$ cat src/rtl/pdm_serializer_if.sv
// pdm_serializer_if: word handshake between a sample producer and pdm_serializer.
// The producer drives data/load; the serializer answers with ready.
`timescale 1ns/1ps
interface pdm_serializer_if #(
    parameter int WIDTH = 16
);
    logic [WIDTH-1:0] data;
    logic             load;
    logic             ready;

    modport master (output data, output load, input ready);
    modport slave  (input data, input load, output ready);
endinterface

$ cat src/rtl/pdm_serializer.sv
// pdm_serializer: shifts handshaked words out MSB-first with a divided bit clock.
// Define PDM_SERIALIZER_HOLD_BUF_EN for a one-word holding buffer (gapless streaming).
`timescale 1ns/1ps
module pdm_serializer #(
    parameter int CLK_DIV = 100,
    parameter int WIDTH   = 16
) (
    input  logic            clock,
    input  logic            reset,
    input  logic            enable,
    pdm_serializer_if.slave bus,
    output logic            data_out,
    output logic            pdm_clk_o,
    output logic            busy,
    output logic            done
);
    localparam int CW = $clog2(CLK_DIV);
    localparam int BW = $clog2(WIDTH);
    localparam logic [CW-1:0] CNT_MAX  = CW'(CLK_DIV - 1);
    localparam logic [CW-1:0] CNT_HALF = CW'(CLK_DIV / 2);
    localparam logic [BW-1:0] BIT_LAST = BW'(WIDTH - 1);

    typedef enum logic {IDLE, SHIFT} state_t;

    state_t           state;
    state_t           state_nx;
    logic [CW-1:0]    cnt;
    logic [CW-1:0]    cnt_nx;
    logic [BW-1:0]    bit_cnt;
    logic [WIDTH-1:0] sreg;
    logic [WIDTH-1:0] pend_data;
    logic             pend_valid;
    logic             slot_free;
    logic             tick;
    logic             last_bit;
    logic             accept;
    logic             start;

    assign tick     = enable && (cnt == CNT_MAX);
    assign last_bit = (bit_cnt == BIT_LAST);
    assign accept   = bus.load && bus.ready;
    assign cnt_nx   = (!enable || tick) ? '0 : cnt + CW'(1);
    assign data_out = sreg[WIDTH-1];

    // A pending word starts from IDLE or chains directly onto the last bit.
    assign start = tick && pend_valid && ((state == IDLE) || last_bit);

    always_ff @(posedge clock or posedge reset) begin
        if (reset) begin
            state <= IDLE;
        end else begin
            state <= state_nx;
        end
    end

    always_comb begin
        state_nx = state;
        unique case (state)
            IDLE:  if (tick && pend_valid) state_nx = SHIFT;
            SHIFT: if (tick && last_bit && !pend_valid) state_nx = IDLE;
        endcase
        if (!enable) state_nx = IDLE;
    end

    always_comb begin
        busy = (state == SHIFT);
`ifdef PDM_SERIALIZER_HOLD_BUF_EN
        slot_free = !pend_valid;
`else
        slot_free = !pend_valid && (state == IDLE);
`endif
        bus.ready = enable && slot_free && !reset;
    end

    always_ff @(posedge clock or posedge reset) begin
        if (reset) begin
            cnt        <= '0;
            pdm_clk_o  <= 1'b0;
            done       <= 1'b0;
            bit_cnt    <= '0;
            sreg       <= '0;
            pend_valid <= 1'b0;
            pend_data  <= '0;
        end else begin
            cnt       <= cnt_nx;
            // Registered from the next count so the bit clock tracks cnt exactly.
            pdm_clk_o <= (cnt_nx >= CNT_HALF);
            done      <= tick && (state == SHIFT) && last_bit;
            if (!enable) begin
                bit_cnt    <= '0;
                sreg       <= '0;
                pend_valid <= 1'b0;
                pend_data  <= '0;
            end else begin
                if (start) begin
                    sreg    <= pend_data;
                    bit_cnt <= '0;
                end else if (tick && (state == SHIFT)) begin
                    if (last_bit) begin
                        sreg    <= '0;
                        bit_cnt <= '0;
                    end else begin
                        sreg    <= {sreg[WIDTH-2:0], 1'b0};
                        bit_cnt <= bit_cnt + BW'(1);
                    end
                end
                if (accept) begin
                    pend_valid <= 1'b1;
                    pend_data  <= bus.data;
                end else if (start) begin
                    pend_valid <= 1'b0;
                end
            end
        end
    end
endmodule

$ cat src/flat_wrapper.sv
// flat-port wrapper written by rule: the top's interface ports become plain ports
module pdm_serializer_flat 
#(
    parameter int CLK_DIV = 100,
    parameter int WIDTH   = 16
)
  (clock, reset, enable, data_out, pdm_clk_o, busy, done, bus_data, bus_load, bus_ready);
  pdm_serializer_if #(.WIDTH(WIDTH)) bus_i ();
  input  logic clock;
  input  logic reset;
  input  logic enable;
  output logic data_out;
  output logic pdm_clk_o;
  output logic busy;
  output logic done;
  input wire logic [$bits(bus_i.data)-1:0] bus_data;
  input wire logic [$bits(bus_i.load)-1:0] bus_load;
  output wire logic [$bits(bus_i.ready)-1:0] bus_ready;
  assign bus_i.data = bus_data;
  assign bus_i.load = bus_load;
  assign bus_ready = bus_i.ready;
  pdm_serializer #(.CLK_DIV(CLK_DIV), .WIDTH(WIDTH)) u_core (.clock(clock), .reset(reset), .enable(enable), .bus(bus_i), .data_out(data_out), .pdm_clk_o(pdm_clk_o), .busy(busy), .done(done));
endmodule
$ cat config.mk
export PLATFORM = sky130hd
export DESIGN_NAME = pdm_serializer_flat
export DESIGN_NICKNAME = d
export VERILOG_FILES = /design/src/rtl/pdm_serializer_if.sv /design/src/rtl/pdm_serializer.sv /design/src/flat_wrapper.sv
export SDC_FILE = /design/constraint.sdc
export NUM_CORES = 1
export LEC_CHECK = 0
export ABC_AREA = 1
export CORE_ASPECT_RATIO = 0.6
export CORE_MARGIN = 5
export CORE_UTILIZATION = 35
export DETAILED_ROUTE_END_ITERATION = 10
export GPL_TIMING_DRIVEN = 0
export PLACE_DENSITY = 0.66
export SYNTH_ARGS = -nofsm -noshare
export SYNTH_HDL_FRONTEND = slang
export SYNTH_SLANG_ARGS = --single-unit
$ cat constraint.sdc
create_clock -name clock -period 1.45 [get_ports clock]
set_input_delay 0.29 -clock clock [delete_from_list [all_inputs] [get_ports clock]]
set_output_delay 0.29 -clock clock [all_outputs]
set_load 0.01 [all_outputs]
-- Word-level counts from Yosys, hierarchy flattened
Cells that the tools add are included.
- memory bits (read-only): 0
- logic and storage cells: 51
- latch bits: 0
- flip-flop bits (word level): 47
- bits in writable memories: 0
- memories: 0
- output and inout bits: 5
- divide/modulo/power cells: 0
- multiply operators: 0
- bitwise operators: 1
- add/subtract/negate cells: 2
- muxes and demuxes: 18
- eq/ne operators: 5
- magnitude comparators: 1
- reductions and logical operators: 16
- shift operators: 0
- operators with widths (kind ; count):
    $mux W16 ; 6
    $mux W4 ; 4
    $logic_and A1 B1 Y1 ; 11
    $add A7 B1 Y7 const B ; 1
    $eq A7 B7 Y1 const B ; 1
    $ge A7 B6 Y1 const B ; 1
    $mux W7 ; 1
    $mux W1 ; 6
    $ne A3 B1 Y1 const B ; 2
    $add A4 B1 Y4 const B ; 1
    $eq A4 B4 Y1 const B ; 1
    $logic_not A1 Y1 ; 3
    $logic_or A1 B1 Y1 ; 2
    $ne A2 B1 Y1 const B ; 1
    $pmux W1 S2 ; 1
    $not A1 Y1 ; 1

-- Depth between registers and ports, before layout
Gate-level depths: netlist of the first run.
- word-level depth: 7
- depth in mapped cells: 10
- gate-level depth less buffers: 9

-- Worst setup path before layout of the first run
No wires, ideal clock.
- path type: flip-flop to flip-flop
- start point: register u_core.cnt[0]
- end point: register u_core.sreg[15]
- stages on the path, launching flop included: 10
- buffers on the path: 2
- library setup time: 65 ps
- data required time: 1385 ps
- path slack: -102 ps
- arrival time: 1488 ps
- cells stage by stage: dfrtp_1 -> ha_1 -> nand2_2 -> nor2_8 -> nand3_2 -> buf_6 -> a21oi_4 -> buf_6 -> nand2_1 -> nand2_1
- word-level cells in the longest chain between the ends: 6
- elaborated cells between the ends (all ways): 8
- classes of those cells: eq/ne: 2; mux: 2; reduce/logical: 4
- ends and longest elaborated chain (element ; RTL line ; RTL):
    start, declared ; pdm_serializer.sv:27 ; logic [CW-1:0] cnt;
    start signal, assigned ; pdm_serializer.sv:85 ; cnt <= cnt_nx;
    $eq A7 B7 Y1 * ; pdm_serializer.sv:39 ; assign tick = enable && (cnt == CNT_MAX);
    $logic_and A1 B1 Y1 * ; pdm_serializer.sv:39 ;
    $logic_and A1 B1 Y1 (2 in series) ; pdm_serializer.sv:46 ; assign start = tick && pend_valid && ((state == IDLE) || last_bit);
    $mux W16 ; pdm_serializer.sv:95 ; if (start) begin
    $mux W16 ; pdm_serializer.sv:89 ; if (!enable) begin
    end signal, assigned ; pdm_serializer.sv:96 ; sreg <= pend_data;
    end signal, assigned ; pdm_serializer.sv:103 ; sreg <= {sreg[WIDTH-2:0], 1'b0};
    end, declared ; pdm_serializer.sv:30 ; logic [WIDTH-1:0] sreg;
Mark *: on every way between the ends. The rest lies on a longest branch, timed or not.
A chain may end at the register's enable or synchronous reset.

-- Worst setup path in the final report of the first run
- start point: register u_core.pend_valid
- end point: output bus_ready
- word-level cells in the longest chain between the ends: 4
- ends and longest elaborated chain (element ; RTL line ; RTL):
    start, declared ; pdm_serializer.sv:32 ; logic pend_valid;
    start signal, assigned ; pdm_serializer.sv:82 ; pend_valid <= 1'b0;
    start signal, assigned ; pdm_serializer.sv:92 ; pend_valid <= 1'b0;
    start signal, assigned ; pdm_serializer.sv:108 ; pend_valid <= 1'b1;
    $logic_not A1 Y1 ; pdm_serializer.sv:70 ; slot_free = !pend_valid && (state == IDLE);
    $logic_and A1 B1 Y1 ; pdm_serializer.sv:70 ;
    $logic_and A1 B1 Y1 (2 in series) ; pdm_serializer.sv:72 ; bus.ready = enable && slot_free && !reset;
    end, declared ; flat_wrapper.sv:18 ; output wire logic [$bits(bus_i.ready)-1:0] bus_ready;
No other way between the ends.

==> qor.yml, run 1 <==
outcome:
  outcome: "complete, but fails checks"
  violations: "negative setup slack"
place:
  gp_congestion: 0.807
  pre_cts_ws_ns: -1.08
  dp_hpwl_mm: 4.19
  port-buffer-count: 22
sta:
  min_period_over_period: 1.11
  finClkSkew_ns: 0.00702
  relSlewSlack: 0.563
  worst_pin_slew_ns: 0.655
  setup_slack_ns: -0.155
  tns_ns: -1.78
  hold_viol: 0
  fmax_ghz: 0.623
  slew_violations: 0
  post-route-min-period_ns: 1.60
  setup_viol: 18
  whs_ns: 0.0931
  rsz0062_at_grt: "yes"
power_and_ir_drop:
  switchingPower_uw: 671
  clkPwrFrac: 0.401
  finalPower_mw: 2.80
  peakVddDrop_v: 0.000432
  p_per_area_mw_per_mm2: 771
  combPwrFrac: 0.108
  p_int_mw: 2.13
  pwr-share-seq: 0.491
  p_leak_nw: 2.01
  swShare: 0.240
job:
  max_cap_viol_count: 0
worst_setup_path:
  worstPathRequired_ns: 1.16
  worstPathMaxFanout: 2
  worstPathArrival_ns: 1.31
  critical_path_class: "flip-flop to output port"
  rr_startpoint: "u_core.cnt[0]"
  rr_endpoint: "u_core.sreg[2]"
  reg2regPathDepth: 9
  start_kind: "flip-flop"
  regToRegSetupSlack_ns: -0.13
  cp-end-kind: "output port"
clock_tree:
  h-tree-depth: 2
  numCtsBuffers: 5
  cts_hold_buffers: 0
  cts_tree: "done"
  clk_pin_slew_ns: 0.06
  clkLatencyLatePin_ns: 0.29
  ctsRootBufferMaster: "clkbuf_16"
  cts_buffer_depth: 2
  cts.sinks: 47
floorplan:
  rows: 23
  die_h_um: 75.1
  coreArea_mm2: 0.00676
  die_width_um: 119
  start_util: 0.366
  dieArea_mm2: 0.00891
  ios: 25
global_route:
  grt_antenna_before_repair: 0
  grt_pass1_vias: 2268
  grt_pass1_wl_mm: 11.2
  grt_use_total: 0.157
  overflow: 0
  grt_max_degree: 42
final_layout:
  diodes: 0
  syn2layout_area_growth_pct: 46.5
  layout_common_cells: "nand2_1 (107), dfrtp_1 (41), buf_4 (32)"
  final_common_cell: "nand2_1"
  seq_area_mm2: 0.00118
  fill_cells: 593
  fin_nets: 415
  multiInputGateArea_mm2: 0.00136
  drive_gt1_frac: 0.320
min_path:
  worstHoldPathType: "input port to asynchronous set/reset pin"
yosys:
  synth_seq_cells: 47
  synth_top_family_by_area: "simple AND/OR/NAND/NOR gates"
  synth_compound_gate_area_share: 0.0217
  synthSimpleGateAreaFrac: 0.403
  synth_edf_count: 0
  synthMuxAreaShare: 0
  yosysUniqueCellTypes: 27
  synth_ff_type: "dfrtp_1"
  ys_seq_area_frac: 0.475
  synth_area_mm2: 0.00247
  syn_nets: 346
  postSynthAreaPerCell_um2: 7.64
  synthCells: 324
  async_reset_ff_frac: 1.00
  synth_xor_area_frac: 0.00708
  yosys.area_share.adder: 0.0101
  yosysWarningCount: 0
drt:
  vias: 2356
  drt_iter0_markers: 126
  drtAntennaViolNets: 0
  via_per_inst: 4.90
  drt-pass1-iter-count: 5
  drc: 0
  drt-total-wl_mm: 6.67
  avgRoutedWirePerCell_um: 13.9
-- routing by layer --
metal / track usage / up-vias / wire, µm
li1: - / 1172 / -
met1: 0.233 / 1118 / 3430
met2: 0.235 / 58 / 2860
met3: 0.0293 / 8 / 307
met4: 0.0415 / 0 / 67
met5: 0 / - / 0
-- cells by family (layout without fill, tap and decap cells) --
| family | after synthesis | count (layout) |
|---|---|---|
| xor+xnor | 2 | 2 |
| simple gates | 216 | 216 |
| fa+ha+maj | 2 | 2 |
| flops | 47 | 47 |
| compound gates | 8 | 8 |
| buf+inv | 49 | 119 |
-- worst max-delay path: stages (launching register included) --
cell and delay, ns:
dfrtp_1 0.41, nor4_4 0.36, buf_4 0.18, buf_6 0.09
-- state kept, by name, indices dropped and copies added (netlist names) --
name               count
u_core.pend_data      16
u_core.pend_valid      1
u_core.sreg           16
u_core.pdm_clk_o       1
u_core.cnt             7
u_core.bit_cnt         4
u_core.done            1
u_core.busy            1
-- Yosys cell counts, drive strengths merged (2+ instances only) --
master | count | area (µm²)
nand2 | 134 | 518
dfrtp | 47 | 1180
nand3 | 45 | 248
inv | 34 | 128
nand4 | 19 | 119
nor2 | 14 | 71.3
buf | 10 | 58.8
clkbuf | 5 | 18.8
o21ai | 5 | 25.0
a21oi | 2 | 21.3
ha | 2 | 25.0
xor2 | 2 | 17.5
-- power groups by stage --
| stage | sequential [mW] | clock [mW] | combinational (mW) |
|---|---|---|---|
| 6_report | 1.37 | 1.12 | 0.301 |
| 5_1_grt | 1.38 | 1.21 | 0.335 |
| 4_1_cts | 1.37 | 1.13 | 0.276 |
| 3_5_place_dp | 1.40 | 0 | 0.210 |
| 3_3_place_gp | 1.40 | 0 | 0.198 |
| 2_1_floorplan | 1.39 | 0 | 0.119 |
-- worst max path at each step --
stage	cells after the start	startpoint	slack (ns)	endpoint
floorplan	9	u_core.bit_cnt[0]	-0.05	u_core.sreg[15]
global placement	4	reset	-1.05	bus_ready
detailed placement	4	reset	-1.08	bus_ready
CTS	3	u_core.pend_valid	-0.15	bus_ready
global route	3	u_core.pend_valid	-0.22	bus_ready
finish	3	u_core.pend_valid	-0.15	bus_ready
-- through the flow --
step | area, µm² | util | std cells
CTS | 3380 | 0.499 | 467
finish | 3620 | 0.536 | 481
detailed placement | 2840 | 0.421 | 434
floorplan | 2490 | - | 324
global route | 3620 | 0.536 | 481
global placement | 2820 | 0.418 | 433
-- area by class of cell --
class,instances,area share
plain buffers,15,0.0314
clock inverters,1,0.00138
flip-flops and latches,47,0.327
repair buffers,62,0.163
clock buffers,7,0.0366
multi-input cells,228,0.374
well taps,87,0.0300
inverters,34,0.0373
-- repair_timing --
action / 4_1_cts / 5_1_grt
pin swaps: 17 / 21
gates resized for setup: 62 / 43
buffers inserted: 24 / 14
setup endpoints to repair: 42 / 41
cloned: 2 / 1
No activity file was read; power rests on OpenSTA's default activity.
==> inputs of run 2 (changes only) <==
--- a/config.mk
+++ b/config.mk
@@ -5,13 +5,13 @@
 export SDC_FILE = /design/constraint.sdc
 export NUM_CORES = 1
 export LEC_CHECK = 0
-export ABC_AREA = 1
 export CORE_ASPECT_RATIO = 0.6
 export CORE_MARGIN = 5
 export CORE_UTILIZATION = 35
 export DETAILED_ROUTE_END_ITERATION = 10
 export GPL_TIMING_DRIVEN = 0
-export PLACE_DENSITY = 0.66
+export PLACE_DENSITY = 0.67
 export SYNTH_ARGS = -nofsm -noshare
 export SYNTH_HDL_FRONTEND = slang
 export SYNTH_SLANG_ARGS = --single-unit
+export TNS_END_PERCENT = 5
==> run 2 against run 1 <==
Net effect: the flow still finishes with violations (negative setup slack); synthesized cell count down 37%; final cell count down 32%; maximum frequency down 14%; die area down 14%; clock skew up 0.0026 ns; clock power down 29%; largest cell class is now sequential cells; highest routed layer unchanged.
==> qor.yml, run 2 <==
outcome:
  outcome: "complete, but fails checks"  # unchanged
  violations: "negative setup slack"  # unchanged
drt:
  drt-pass1-iter-count: 7  # was 5
  drc: 0  # unchanged
  vias: 1689  # was 2356
  drt-total-wl_mm: 5.16  # was 6.67 mm
  drt_iter0_markers: 190  # was 126
  avgRoutedWirePerCell_um: 15.7  # was 13.9 µm
  via_per_inst: 5.13  # was 4.90
  drtAntennaViolNets: 0  # unchanged
global_route:
  grtUsageMet3: 0.0447  # was 0.0293
  grt_pass1_vias: 1749  # was 2268
  grt_antenna_before_repair: 0  # unchanged
  use_met2: 0.218  # was 0.235
  grt_use_total: 0.146  # was 0.157
  grt_pass1_wl_mm: 8.82  # was 11.2 mm
  grt_max_degree: 25  # was 42
  use_met1: 0.220  # was 0.233
  grt_busiest_layer: "met1"  # was met2
  overflow: 0  # unchanged
sta:
  rsz0062_at_grt: "yes"  # unchanged
  setup_slack_ns: -0.424  # was -0.155 ns
  whs_ns: 0.195  # was 0.0931 ns
  worst_pin_slew_ns: 1.15  # was 0.655 ns
  post-route-min-period_ns: 1.87  # was 1.60 ns
  fmax_ghz: 0.534  # was 0.623 GHz
  tns_ns: -7.17  # was -1.78 ns
  setup_viol: 31  # was 18
  min_period_over_period: 1.29  # was 1.11
  hold_viol: 0  # unchanged
  relSlewSlack: 0.227  # was 0.563
  finClkSkew_ns: 0.00960  # was 0.00702 ns
  slew_violations: 0  # unchanged
job:
  max_cap_viol_count: 0  # unchanged
clock_tree:
  clkLatencyLatePin_ns: 0.29  # about the same
  numCtsBuffers: 5  # unchanged
  ctsRootBufferMaster: "clkbuf_8"  # was clkbuf_16
  cts.sinks: 47  # unchanged
  cts_tree: "done"  # unchanged
  clk_pin_slew_ns: 0.09  # was 0.06 ns
  h-tree-depth: 2  # unchanged
  cts_buffer_depth: 2  # unchanged
worst_setup_path:
  worstPathMaxFanout: 6  # was 2
  worstPathArrival_ns: 2.05  # was 1.31 ns
  worstPathRequired_ns: 1.62  # was 1.16 ns
  critical_path_class: "flip-flop to flip-flop"  # was flip-flop to output port
  cp_cell_sequence: "or2_4 > or3_4 > o21a_4 > buf_6 > a222oi_1 > inv_1"  # was nor4_4 > buf_4 > buf_6
  crit_buf_inv: 2  # unchanged
  slowest_stage: "dfrtp_2"  # was dfrtp_1
  cpPeakStageDelay_ns: 0.43  # was 0.41 ns
  cp-end-kind: "flip-flop"  # was output port
  path_delay_family: "simple AND/OR/NAND/NOR gates"  # was flip-flops
  start_kind: "flip-flop"  # unchanged
yosys:
  ys_top_cells_by_area: "dfrtp_1 (57%), nand2_1 (7.8%), a222oi_1 (7.2%)"  # was dfrtp_1 (48%), nand2_1 (20%), nand3_1 (8.5%)
  async_reset_ff_frac: 1.00  # unchanged
  synth_top_cell_by_area: "dfrtp_1"  # unchanged
  yosysTopAreaCellShare: 0.565  # was 0.475
  synth_ff_type: "dfrtp_1"  # unchanged
  yosysWarningCount: 0  # unchanged
  yosys-top-cells-count: "dfrtp_1 (47), nand2_1 (43), inv_1 (18)"  # was nand2_1 (130), dfrtp_1 (47), nand3_1 (42)
  synthCells: 205  # was 324
  synth_seq_cells: 47  # unchanged
  yosysUniqueCellTypes: 30  # was 27
  yosys.cell_count.top_type: "dfrtp_1"  # was nand2_1
  synth_area_mm2: 0.00208  # was 0.00247 mm²
  ys_seq_area_frac: 0.565  # was 0.475
  synth_edf_count: 0  # unchanged
  postSynthAreaPerCell_um2: 10.1  # was 7.64 µm²
  syn_nets: 227  # was 346
final_layout:
  design_area_mm2: 0.00277  # was 0.00362 mm²
  layout_common_cells: "dfrtp_1 (44), nand2_1 (38), inv_1 (17), clkdlybuf4s50_1 (17)"  # was nand2_1 (107), dfrtp_1 (41), buf_4 (32)
  final_common_cell: "dfrtp_1"  # was nand2_1
  fill_cells: 529  # was 593
  fin_nets: 271  # was 415
  syn2layout_area_growth_pct: 33.0  # was 46.5%
  drive_gt1_frac: 0.237  # was 0.320
  diodes: 0  # unchanged
  reg_top3: "u_core.pend_data: 16 flops, u_core.sreg: 16 flops, u_core.cnt: 7 flops"  # unchanged
place:
  gp_congestion: 0.770  # was 0.807
  postPlaceCellArea_mm2: 0.00245  # was 0.00284 mm²
  dp_hpwl_mm: 3.22  # was 4.19 mm
  port-buffer-count: 23  # was 22
power_and_ir_drop:
  p_per_area_mw_per_mm2: 866  # was 771 mW/mm²
  peakVddDrop_v: 0.000416  # was 0.000432 V
  finalPower_mw: 2.40  # was 2.80 mW
  p_leak_nw: 1.36  # was 2.01 nW
floorplan:
  rows: 21  # was 23
  ios: 25  # unchanged
  dieArea_mm2: 0.00764  # was 0.00891 mm²
  die_width_um: 110  # was 119 µm
  start_util: 0.367  # was 0.366
  die_h_um: 69.7  # was 75.1 µm
  coreArea_mm2: 0.00568  # was 0.00676 mm²
min_path:
  worstHoldPathType: "input port to asynchronous set/reset pin"  # unchanged
-- run 2: cell types whose count changed after synthesis, sizes merged, moves of 11 or more --
cell and delta:
nand2 -91, nand3 -36, inv -16, nand4 -16, a222oi +15, a21boi +11
-- run 2: power by group --
part	internal (mW)	switching, mW	leakage, nW
combinational	0.121	0.124	0.672
sequential	1.34	0.0221	0.645
clock	0.375	0.418	0.0470
total	1.83	0.564	1.36
-- run 2: path summary, 6_finish.rpt --
| kind | from | endpoint | slack [ns] | cells after the start |
|---|---|---|---|---|
| worst max-delay path | u_core.cnt[2] | u_core.sreg[3] | -0.42 | 6 |
| min in group clock | enable | u_core.bit_cnt[2] | 0.44 | 3 |
| worst min register to register | u_core.sreg[12] | u_core.sreg[13] | 0.50 | 2 |
| worst min-delay path | reset | u_core.pend_data[9] | 0.20 | 2 |
| max in group asynchronous | reset | u_core.busy | 0.45 | 2 |
| worst max register to register | u_core.cnt[2] | u_core.sreg[3] | -0.42 | 6 |
-- run 2: kinds of logic (layout without fill, tap and decap cells) --
| logic type | after synthesis | after routing | synth area share |
|---|---|---|---|
| AOI/OAI and AO/OA | 35 | 35 | 0.143 |
| xor gates and xnor gates | 8 | 8 | 0.0337 |
| adders and majority gates | 2 | 2 | 0.0120 |
| buffers and inverters | 30 | 74 | 0.0601 |
| DFF | 47 | 47 | 0.565 |
| muxes | 2 | 2 | 0.0102 |
| and+or+nand+nor | 81 | 81 | 0.176 |
-- run 2: layout make-up --
type / count / area [µm²] / share of cell area
plain buffers: 9 / 85.1 / 0.0308
clock buffers: 6 / 82.6 / 0.0299
clock inverters: 1 / 5.00 / 0.00181
inverters: 18 / 71.3 / 0.0258
multi-input cells: 128 / 885 / 0.320
flip-flops and latches: 47 / 1180 / 0.427
well taps: 80 / 100 / 0.0362
repair buffers: 38 / 348 / 0.126
repair inverters: 2 / 10.0 / 0.00362
-- run 2: per-layer routing --
metal  part of all wire  routed length [µm]  up-vias
li1                   -                   -      794
met1               0.49                2550      843
met2               0.43                2240       50
met3              0.070                 359        2
met4             0.0019                  10        0
met5                  0                   0        -
-- run 2: through the flow --
step / instances / util / worst slack [ns]
after floorplan: 205 / - / -0.595
after global placement: 308 / 0.431 / -1.65
after detailed placement: 308 / 0.431 / -1.65
after CTS: 329 / 0.479 / -0.547
after global routing: 329 / 0.487 / -0.539
final: 329 / 0.487 / -0.424
-- run 2: repair_timing --
item                       4_1_cts  5_1_grt
hold buffers                     0        0
resized for setup               36       24
gates cloned                     3        0
setup endpoints to repair       51       48
buffers inserted                13        1
pin swaps                        8       13
